<file path="src/rtl/rr_stream_mux.sv">
// rr_stream_mux: N-to-1 valid/ready merge with round-robin arbitration and a
// registered output stage that also reports the source index of each beat.
module rr_stream_mux #(
   parameter  int NUM_ELEM   = 4,
   parameter  int DATA_WIDTH = 8,
   localparam int SEL_W      = $clog2(NUM_ELEM)
) (
   input  logic                           clk_i,
   input  logic                           arst_i,
   input  logic [NUM_ELEM*DATA_WIDTH-1:0] in_data_i,
   input  logic [NUM_ELEM-1:0]            in_valid_i,
   output logic [NUM_ELEM-1:0]            in_ready_o,
   output logic [DATA_WIDTH-1:0]          out_data_o,
   output logic [SEL_W-1:0]               out_sel_o,
   output logic                           out_valid_o,
   input  logic                           out_ready_i
);
   logic [SEL_W-1:0]      r_last;
   logic [SEL_W-1:0]      r_sel;
   logic [DATA_WIDTH-1:0] r_data;
   logic                  r_valid;

   logic [DATA_WIDTH-1:0] w_in_data [NUM_ELEM];
   logic [SEL_W:0]        w_sum     [NUM_ELEM];
   logic [SEL_W-1:0]      w_cand    [NUM_ELEM];
   logic [SEL_W-1:0]      w_grant;
   logic                  w_any;
   logic                  w_load;

   genvar gi;
   generate
      for (gi = 0; gi < NUM_ELEM; gi++) begin : g_cand
         assign w_in_data[gi] = in_data_i[gi*DATA_WIDTH +: DATA_WIDTH];
         // Search slot gi holds (last+1+gi) mod NUM_ELEM; folding by one subtraction keeps non-power-of-two sizes in range.
         assign w_sum[gi]     = {1'b0, r_last} + (SEL_W+1)'(gi + 1);
         assign w_cand[gi]    = (w_sum[gi] >= (SEL_W+1)'(NUM_ELEM))
                                ? SEL_W'(w_sum[gi] - (SEL_W+1)'(NUM_ELEM))
                                : w_sum[gi][SEL_W-1:0];
      end
   endgenerate

   always_comb begin
      w_grant = '0;
      w_any   = 1'b0;
      for (int i = NUM_ELEM - 1; i >= 0; i--) begin
         if (in_valid_i[w_cand[i]]) begin
            w_grant = w_cand[i];
            w_any   = 1'b1;
         end
      end
   end

   assign w_load     = !r_valid || out_ready_i;
   assign in_ready_o = (w_load && w_any && !arst_i) ? (NUM_ELEM'(1) << w_grant) : '0;

   always_ff @(posedge clk_i or posedge arst_i) begin
      if (arst_i) begin
         r_valid <= 1'b0;
         r_data  <= '0;
         r_sel   <= '0;
         r_last  <= SEL_W'(NUM_ELEM - 1);
      end else if (w_load) begin
         if (w_any) begin
            r_valid <= 1'b1;
            r_data  <= w_in_data[w_grant];
            r_sel   <= w_grant;
            r_last  <= w_grant;
         end else begin
            r_valid <= 1'b0;
         end
      end
   end

   assign out_valid_o = r_valid;
   assign out_data_o  = r_data;
   assign out_sel_o   = r_sel;
endmodule

</file>
<file path="config.mk">
export PLATFORM = sky130hd
export DESIGN_NAME = rr_stream_mux
export DESIGN_NICKNAME = d
export VERILOG_FILES = /design/src/rtl/rr_stream_mux.sv
export SDC_FILE = /design/constraint.sdc
export NUM_CORES = 1
export LEC_CHECK = 0
export CAP_MARGIN = 20
export CORE_ASPECT_RATIO = 0.9
export CORE_MARGIN = 5
export CORE_UTILIZATION = 40
export CTS_BUF_LIST = sky130_fd_sc_hd__clkbuf_8
export CTS_CLUSTER_SIZE = 10
export DETAILED_ROUTE_END_ITERATION = 7
export PLACE_DENSITY = 0.88
export SETUP_SLACK_MARGIN = 0.4
export SLEW_MARGIN = 10
export SYNTH_ARGS = -nofsm -noshare
export SYNTH_HDL_FRONTEND = slang
export SYNTH_SLANG_ARGS = --single-unit
</file>
<file path="constraint.sdc">
create_clock -name clk_i -period 2.7 [get_ports clk_i]
set_clock_uncertainty 0.1 [all_clocks]
set_input_delay 0.405 -clock clk_i [delete_from_list [all_inputs] [get_ports clk_i]]
set_output_delay 0.405 -clock clk_i [all_outputs]
set_load 0.05 [all_outputs]
</file>
==> results.md <==
- CP Data Required Time: between 2 and 2.5 ns
- Final Hold Viols: 0
- Crit path kind: input pin to output pin
- Sw frac: around two fifths
- Synth async-reset ratio: 100%
- Worst R2R Path Depth: 6
- Root buffer cell: clkbuf_8
- Post-Synthesis Cells: 80
- HPWL after detailed placement: 2040 um
- Filler cell count in the final layout: 145
- CTS Hold Bufs: 0
- Crit-path max FO: 10
- Site Rows: 15
- Mapped Area: 840 um^2
- Die Ht: 53.5 um
- Minimum clock period: 2.24 ns
- Commonest non-fill, non-tap cells in the layout: 45 x clkdlybuf4s50_1, 16 x mux2i_1, 11 x dfrtp_1
- Setup WS pre-CTS: 0.227 ns
- DRT iter0 DRCs: 10
- Outcome: completed
- Top Ports: 54
- Vias per cell: 5.31
- Total of max-cap violations: 0
- Die W: 58.3 um
- Synth unique cells: 30
- CP Launch Type: input pin
- Final setup vio count: 0
- Total gr overflow: 0
- Worst-Skew Late Latency: 0.24 ns
- Port bufs: 53
- Sw Pwr: ~0.0004 W
- Final ANT Viol Nets: 0
- Fin nets: ~180
- Worst r2r src: r_last[1]
- Initial Util: 43.0%
- Power share of the clock group: between 10% and 20%
- Area added between synthesis and finish: 80.9%
- Longest Clk Path Bufs: 2
- Critical path capture point type: output pin
- Post-synthesis sequential area ratio: 39.0%
- CTS buffer count: 3
- Ys flop type: dfrtp_1
- Most common cell after layout, fill and taps aside: clkdlybuf4s50_1
- Total number of vias: 865
- CTS HTree Levels: 1
- Wire per inst: 16.6 um
- Clock transition at path regs: approximately 0.050 ns
- Lkg Pwr: 0.662 nW
- Die area: 0.00312 mm^2
- Peak supply drop: 0.564 mV
- Final GP Congestion: between 0.7 and 0.8
- # clock sinks: 13
- Mapped Avg Cell Area: 10.5 um^2
- Largest net degree at the start of global routing: 14
- First-pass GRT wire length: 4370 um
- Vias in the first global route: 940
- Unrepaired setup endpoints after global routing: true
- Syn Nets: between 100 and 150
- Critical Path End: in_ready_o[1]
- Worst Tran Pin Value: a little over 0.7 ns
- Synth Register Bits: 13
- Arrival time at the worst endpoint: approximately 1.7 ns
- CTS tree: done
- Layout cell share with drive strength beyond 1: around 20%
- Power Density: 645 mW/mm^2
- Final slew viol count: 0
- Worst min-delay path class: flop to flop
- Worst setup path startpoint: out_ready_i
- Sequential share of power: 28.4%
- R2R setup slack: 0.67 ns
- Synth warnings: 0
- Setup_tns: 0 ns
- WL final: 2700 um
- Internal: 0.000581 W
- Crit share post-route: just over 80%
- Worst setup margin: between 0.4 and 0.5 ns
- Drc violations: 0
- Post-synth EDFFs: 0
- Combinational share of power: between 50% and 60%
- Reg2reg end: out_data_o[7]
- Hold_sp: out_sel_o[1]
- Antenna cell count: 0
- Initial antenna violation count: 0
- Core area: 0.00195 mm^2
- GRT Total Usage: 19.1%
- DRT Pass-1 Iters: 4
- Relative slew slack: 51.9%
- Fmax: 446 MHz
[worst min path at each step]
stage / endpoint / slack, ns / cells after the start
final: out_sel_o[1] / 0.38 / 1
after global routing: out_sel_o[1] / 0.40 / 1
after CTS: out_sel_o[1] / 0.39 / 1
after detailed placement: out_sel_o[1] / 0.37 / 1
after global placement: out_sel_o[1] / 0.37 / 1
after floorplan: out_data_o[0] / 0.18 / 1
[cells by family (layout without fill, tap and decap cells)]
logic type,after synthesis,after routing,synth area share [%]
compound gates,19,19,20.1
simple gates,25,25,16.2
mux,17,17,20.4
flops,13,13,39.0
buf+inv,6,64,4.17
[final cells by class]
cell class                      count  area (um^2)  area share, %
Clock buffer                        3         41.3           2.72
Clock inverter                      1         5.00          0.329
Inverter                            2         7.51          0.494
Multi-Input combinational cell     61          517           34.0
Sequential cell                    13          328           21.6
Tap cell                           25         31.3           2.06
Timing Repair Buffer               58          589           38.8
[critical path, cell delays in order]
cell	delay [ns]
clkdlybuf4s50_1	0.45
inv_1	0.05
a21o_1	0.19
buf_4	0.18
nor4_4	0.27
buf_6	0.19
[power groups by stage]
stage / logic [W] / clock network, W / registers, W
2_1_floorplan: 0.000185 / 0 / 0.000413
3_3_place_gp: 0.000497 / 0 / 0.000277
3_5_place_dp: 0.000507 / 0 / 0.000279
4_1_cts: 0.000524 / 0.000176 / 0.000277
5_1_grt: 0.000558 / 0.000185 / 0.000284
6_report: 0.000529 / 0.000172 / 0.000278
[metal layers]
metal	vias to the layer above	GRT usage (%)	routed length, um
met3	8	10.0	309
li1	415	-	-
met4	0	8.11	78
met2	47	30.3	1300
met1	395	21.2	1020
met5	-	0	0
[synthesized netlist by cell type, types with 2 or more instances]
cell type	n	share of area, %
a21o_1	2	1.8
a21o_2	2	2.1
dfrtp_1	11	33
dfstp_2	2	6.3
inv_1	2	0.89
mux2i_1	16	19
nand2_1	10	4.5
nand2b_1	3	2.2
nor2_1	3	1.3
nor4_1	2	1.5
o21a_1	2	1.8
o221ai_1	7	7.3
[what timing repair did]
item                                    CTS  global route
endpoints found under the setup margin    4             3
gates resized for setup                   9             2
buffers inserted                          1             1
pin swaps                                 2             1
[sequential cells by signal, indices dropped and copies added (netlist names)]
| register | cells |
|---|---|
| r_last | 2 |
| out_sel_o | 2 |
| out_valid_o | 1 |
| out_data_o | 8 |
[metrics by stage]
stage / power, W / area [um^2] / utilization (%) / hold slack, ns / cells
after floorplan: 0.000598 / 857 / - / 0.181 / 80
after global placement: 0.000774 / 1430 / 73.2 / 0.365 / 157
after detailed placement: 0.000786 / 1430 / 73.2 / 0.374 / 157
after CTS: 0.000977 / 1500 / 76.9 / 0.386 / 162
after global routing: 0.00103 / 1520 / 77.8 / 0.398 / 163
final: 0.000980 / 1520 / 77.8 / 0.383 / 163
(Power assumes the default switching activity.)
